## src/rtl/uart_tx_fifo.sv

```systemverilog
// Byte FIFO in front of a UART transmitter; each launch is a one-clk tx_ready pulse, spaced by a frame timer.
// Optional sticky overflow flag (ports ovf_clr/overflow) is enabled with `define UART_TX_FIFO_OVF_EN.
module uart_tx_fifo #(
  parameter int DEPTH      = 16,
  parameter int ADDR_BITS  = 4,
  parameter int FRAME_CLKS = 35200,
  parameter int TIMER_BITS = 16
) (
  input  logic                 clk,
  input  logic                 rst,
  input  logic [7:0]           wr_data,
  input  logic                 wr_en,
  output logic                 full,
  output logic                 empty,
  output logic [ADDR_BITS:0]   count,
  output logic [7:0]           tx_send,
  output logic                 tx_ready,
`ifdef UART_TX_FIFO_OVF_EN
  input  logic                 ovf_clr,
  output logic                 overflow,
`endif
  output logic                 busy
);

  typedef enum logic {IDLE, WAIT} state_t;

  localparam logic [ADDR_BITS:0]    COUNT_FULL = (ADDR_BITS+1)'(DEPTH);
  localparam logic [TIMER_BITS-1:0] TIMER_LAST = TIMER_BITS'(FRAME_CLKS - 1);

  state_t                state, state_nxt;
  logic [7:0]            mem [DEPTH];
  logic [ADDR_BITS-1:0]  wr_ptr, rd_ptr;
  logic [TIMER_BITS-1:0] timer;
  logic                  push, pop;

  assign full  = (count == COUNT_FULL);
  assign empty = (count == '0);
  assign busy  = (state != IDLE) || !empty;
  // full is taken from the pre-edge count, so a same-cycle pop never frees room for a push
  assign push  = wr_en && !full;

  always_comb begin
    state_nxt = state;
    pop       = 1'b0;
    case (state)
      IDLE: if (!empty) begin
        pop       = 1'b1;
        state_nxt = WAIT;
      end
      WAIT: if (timer == TIMER_LAST) state_nxt = IDLE;
    endcase
  end

  always_ff @(posedge clk or posedge rst) begin
    if (rst) state <= IDLE;
    else     state <= state_nxt;
  end

  always_ff @(posedge clk or posedge rst) begin
    if (rst) begin
      wr_ptr   <= '0;
      rd_ptr   <= '0;
      count    <= '0;
      timer    <= '0;
      tx_ready <= 1'b0;
      tx_send  <= 8'h00;
    end else begin
      tx_ready <= pop;
      if (push) wr_ptr <= wr_ptr + ADDR_BITS'(1);
      if (pop) begin
        rd_ptr  <= rd_ptr + ADDR_BITS'(1);
        tx_send <= mem[rd_ptr];
        timer   <= '0;
      end else if (state == WAIT && timer != TIMER_LAST) begin
        timer <= timer + TIMER_BITS'(1);
      end
      if (push && !pop)      count <= count + (ADDR_BITS+1)'(1);
      else if (pop && !push) count <= count - (ADDR_BITS+1)'(1);
    end
  end

  // Storage carries no reset; the pointers and count define what is valid.
  always_ff @(posedge clk) begin
    if (push) mem[wr_ptr] <= wr_data;
  end

`ifdef UART_TX_FIFO_OVF_EN
  always_ff @(posedge clk or posedge rst) begin
    if (rst)                overflow <= 1'b0;
    else if (wr_en && full) overflow <= 1'b1;
    else if (ovf_clr)       overflow <= 1'b0;
  end
`endif

endmodule

```

## config.mk

```make
export PLATFORM = sky130hd
export DESIGN_NAME = uart_tx_fifo
export DESIGN_NICKNAME = d
export VERILOG_FILES = /design/src/rtl/uart_tx_fifo.sv
export SDC_FILE = /design/constraint.sdc
export NUM_CORES = 1
export LEC_CHECK = 0
export CORE_ASPECT_RATIO = 1.4
export CORE_MARGIN = 3
export CORE_UTILIZATION = 60
export DETAILED_ROUTE_END_ITERATION = 10
export PLACE_DENSITY_LB_ADDON = 0.05
export SETUP_SLACK_MARGIN = 0.15
export SYNTH_ARGS = -nofsm -noshare
export SYNTH_HDL_FRONTEND = slang
export SYNTH_SLANG_ARGS = --single-unit
```

## constraint.sdc

```tcl
create_clock -name clk -period 7.6 [get_ports clk]
set_clock_uncertainty 0.05 [all_clocks]
set_input_delay 1.52 -clock clk [delete_from_list [all_inputs] [get_ports clk]]
set_output_delay 1.52 -clock clk [all_outputs]
set_load 0.02 [all_outputs]
```

==> results.json <==
{
  "ys.flop_type": "edfxtp_1",
  "synth_area_per_cell_um2": 17.6,
  "final_common_cell": "edfxtp_1",
  "clk_pin_slew_worst_paths_ns": 0.07,
  "wl_per_cell_um": 22.9,
  "synthMuxAreaShare_pct": 14.1,
  "max-slew-margin-rel_pct": 18.6,
  "synth_xor_area_share_pct": 2.29,
  "fmax_ghz": 0.259,
  "worst_slew_pin_slew_ns": 1.21,
  "maxSlewViolCount": 0,
  "synthAdderAreaFrac_pct": 2.11,
  "critical_path_class": "in2reg",
  "drive_gt1_share_pct": 16.5,
  "grt_remaining_overflow": 0,
  "postSynth.asyncResetShare_pct": 23.4,
  "finish.net_count": 445,
  "grt_pass1_wl_mm": 20.7,
  "viasPerCell": 6.01,
  "n_antenna_cell": 0,
  "crit_fanout": 9,
  "finalHoldViolCount": 0,
  "startpoint_type": "input port",
  "row_count": 45,
  "drtIter0Drc": 361,
  "cts_buffer_depth": 2,
  "synth_edf_count": 128,
  "rsz0062_at_grt": "no",
  "reg2reg_depth": 12,
  "synth_compound_area_share_pct": 2.51,
  "maxCapViolations": 0,
  "cts_made_buffers": 17,
  "ant_nets": 0,
  "tns_ns": 0,
  "arrival_ns": 4.12,
  "final_cell_mix": "128 x edfxtp_1, 39 x dfrtp_1, 36 x nand2_1, 29 x mux4_2, 27 x clkdlybuf4s50_1",
  "cts_resized": 0,
  "hpwl_mm": 8.50,
  "synth.net_count": 413,
  "irDropWorstVdd_v": 0.000244,
  "crit_slowest_cell": "nor2b_1",
  "ys_seq_elements": 167,
  "critPathMaxStageDelay_ns": 0.61,
  "yosysWarnings": 0,
  "ctsHoldBuffers": 0,
  "hold_start": "timer[4]",
  "synth.top_cell.area_share_pct": 55.8,
  "design.core.area_um2": 11000,
  "status": "finished clean",
  "antenna_found_initial": 0,
  "crit_chain": "clkdlybuf4s50_1 > nor2b_1 > ha_1 > inv_1 > fa_1 > a21o_1 > a21oi_1 > xnor2_1 > nor2_1 > xor2_1",
  "dieArea_um2": 12800,
  "finalSetupViolCount": 0,
  "reg2reg_to": "count[4]",
  "syn_inst": 391,
  "clock_latency_ns": 0.42,
  "ioPinCount": 28,
  "yosysTopAreaCell": "edfxtp_1",
  "drc": 0,
  "grt_max_degree": 40,
  "die_h_um": 133,
  "fin_crit_sh_pct": 50.9,
  "p_per_area_nw_per_um2": 304,
  "grt_pass1_vias": 3657,
  "synth_top_family_by_area": "multiplexers",
  "initial_core_util_pct": 62.4,
  "whs_ns": 0.434,
  "syn_area_um2": 6880,
  "holdPathStages": 1,
  "yosys-top-cells-area": "edfxtp_1 56%, dfrtp_1 14%, mux4_2 9.5%",
  "hold_class": "reg2reg",
  "gp_congestion": 0.792,
  "crit_required_ns": 7.85,
  "cts_tree": "yes",
  "synth-simple-area-share_pct": 6.94,
  "end_kind": "flip-flop",
  "first_pass_iters": 4,
  "vias": 3465,
  "syn_to_final_growth_pct": 14.1,
  "reg2reg_from": "count[0]",
  "numPortBuffers": 27,
  "cts_sinks": 167,
  "die_x_um": 96.5,
  "cts-root-buf": "clkbuf_16",
  "htree_levels": 4,
  "cts_setup_buffers": 0,
  "min_period_ns": 3.86,
  "yosysUniqueCellTypes": 48,
  "drt_wl_total_mm": 13.2,
  "leakagePower_nw": 2.79,
  "ys_seq_area_share_pct": 70.0,
  "holdPathEnd": "timer[4]",
  "grt_usage_pct": 22.9,
  "rrSetupSlack_ns": 4.46
}
-- cell families (layout without fill, tap and decap cells) --
logic type	count (synthesis)	after routing
adder cells (fa/ha/maj)	11	11
XOR/XNOR	18	18
AO/OA/AOI/OAI	22	22
AND/OR/NAND/NOR	94	94
multiplexers	56	56
buffers and inverters	23	68
flip-flops	167	167
-- synthesized netlist by cell type, drive strengths merged (2+ instances only) --
master and instances:
nand2 38, xor2 7, nor3 6, a21oi 3, and2 4, and3 4
mux2i 23, a311oi 2, buf 14, edfxtp 128, o221ai 7, xnor2 11
nand4 6, nor2 22, clkbuf 4, a21o 2, mux4 32, nand2b 3
ha 10, o21ai 3, nor2b 2, dfrtp 39, inv 4
-- metal layers --
metal	vias up	track usage [%]	wire length (um)
met2	90	39.2	7370
li1	1577	-	-
met5	-	0	0
met4	0	7.72	192
met3	18	4.72	534
met1	1780	28.7	5110
-- sequential cells by signal, summed over array words and instances, names as in the netlist --
| register | flops |
|---|---|
| timer | 16 |
| tx_send | 8 |
| mem | 128 |
| state | 1 |
| wr_ptr | 4 |
| rd_ptr | 4 |
| tx_ready | 1 |
| count | 5 |
-- critical path, delay by kind of cell --
family	cells	cell delay, ns
adder cells (fa/ha/maj)	2	0.72
AND/OR/NAND/NOR	2	0.67
AO/OA/AOI/OAI	2	0.35
XOR/XNOR	2	0.28
buffers and inverters	2	0.55
-- layout make-up --
cell class,count,area (um^2)
inverter,5,20.0
multi-input combinational,201,1930
clock inverter,13,179
tap,141,176
timing repair buffer,31,300
fill,716,3180
clock buffer,19,433
sequential,167,4820
-- per-stage QoR --
| stage | power (mW) | cell area, um^2 | setup WS (ns) | cells | utilization, % |
|---|---|---|---|---|---|
| after floorplan | 1.40 | 6880 | 4.31 | 391 | - |
| after detailed placement | 1.52 | 7240 | 3.35 | 545 | 65.6 |
| final | 2.39 | 7860 | 3.74 | 577 | 71.2 |
| after CTS | 2.40 | 7860 | 3.77 | 577 | 71.2 |
| after global placement | 1.50 | 7240 | 3.39 | 545 | 65.6 |
| after global routing | 2.48 | 7860 | 3.61 | 577 | 71.2 |
-- worst max-delay path by stage --
stage,start,to,depth (start not counted)
floorplan,wr_en,count[4],10
global placement,wr_en,count[4],10
detailed placement,wr_en,count[4],10
CTS,wr_en,count[4],10
global route,wr_en,count[4],10
finish,wr_en,count[4],10
-- power breakdown --
group          leakage [nW]  internal, mW  switching (mW)
Clock                 0.291         0.549           0.337
Combinational         0.856         0.140           0.191
Sequential             1.64          1.10          0.0710
Power figures use the tool's default switching activity.
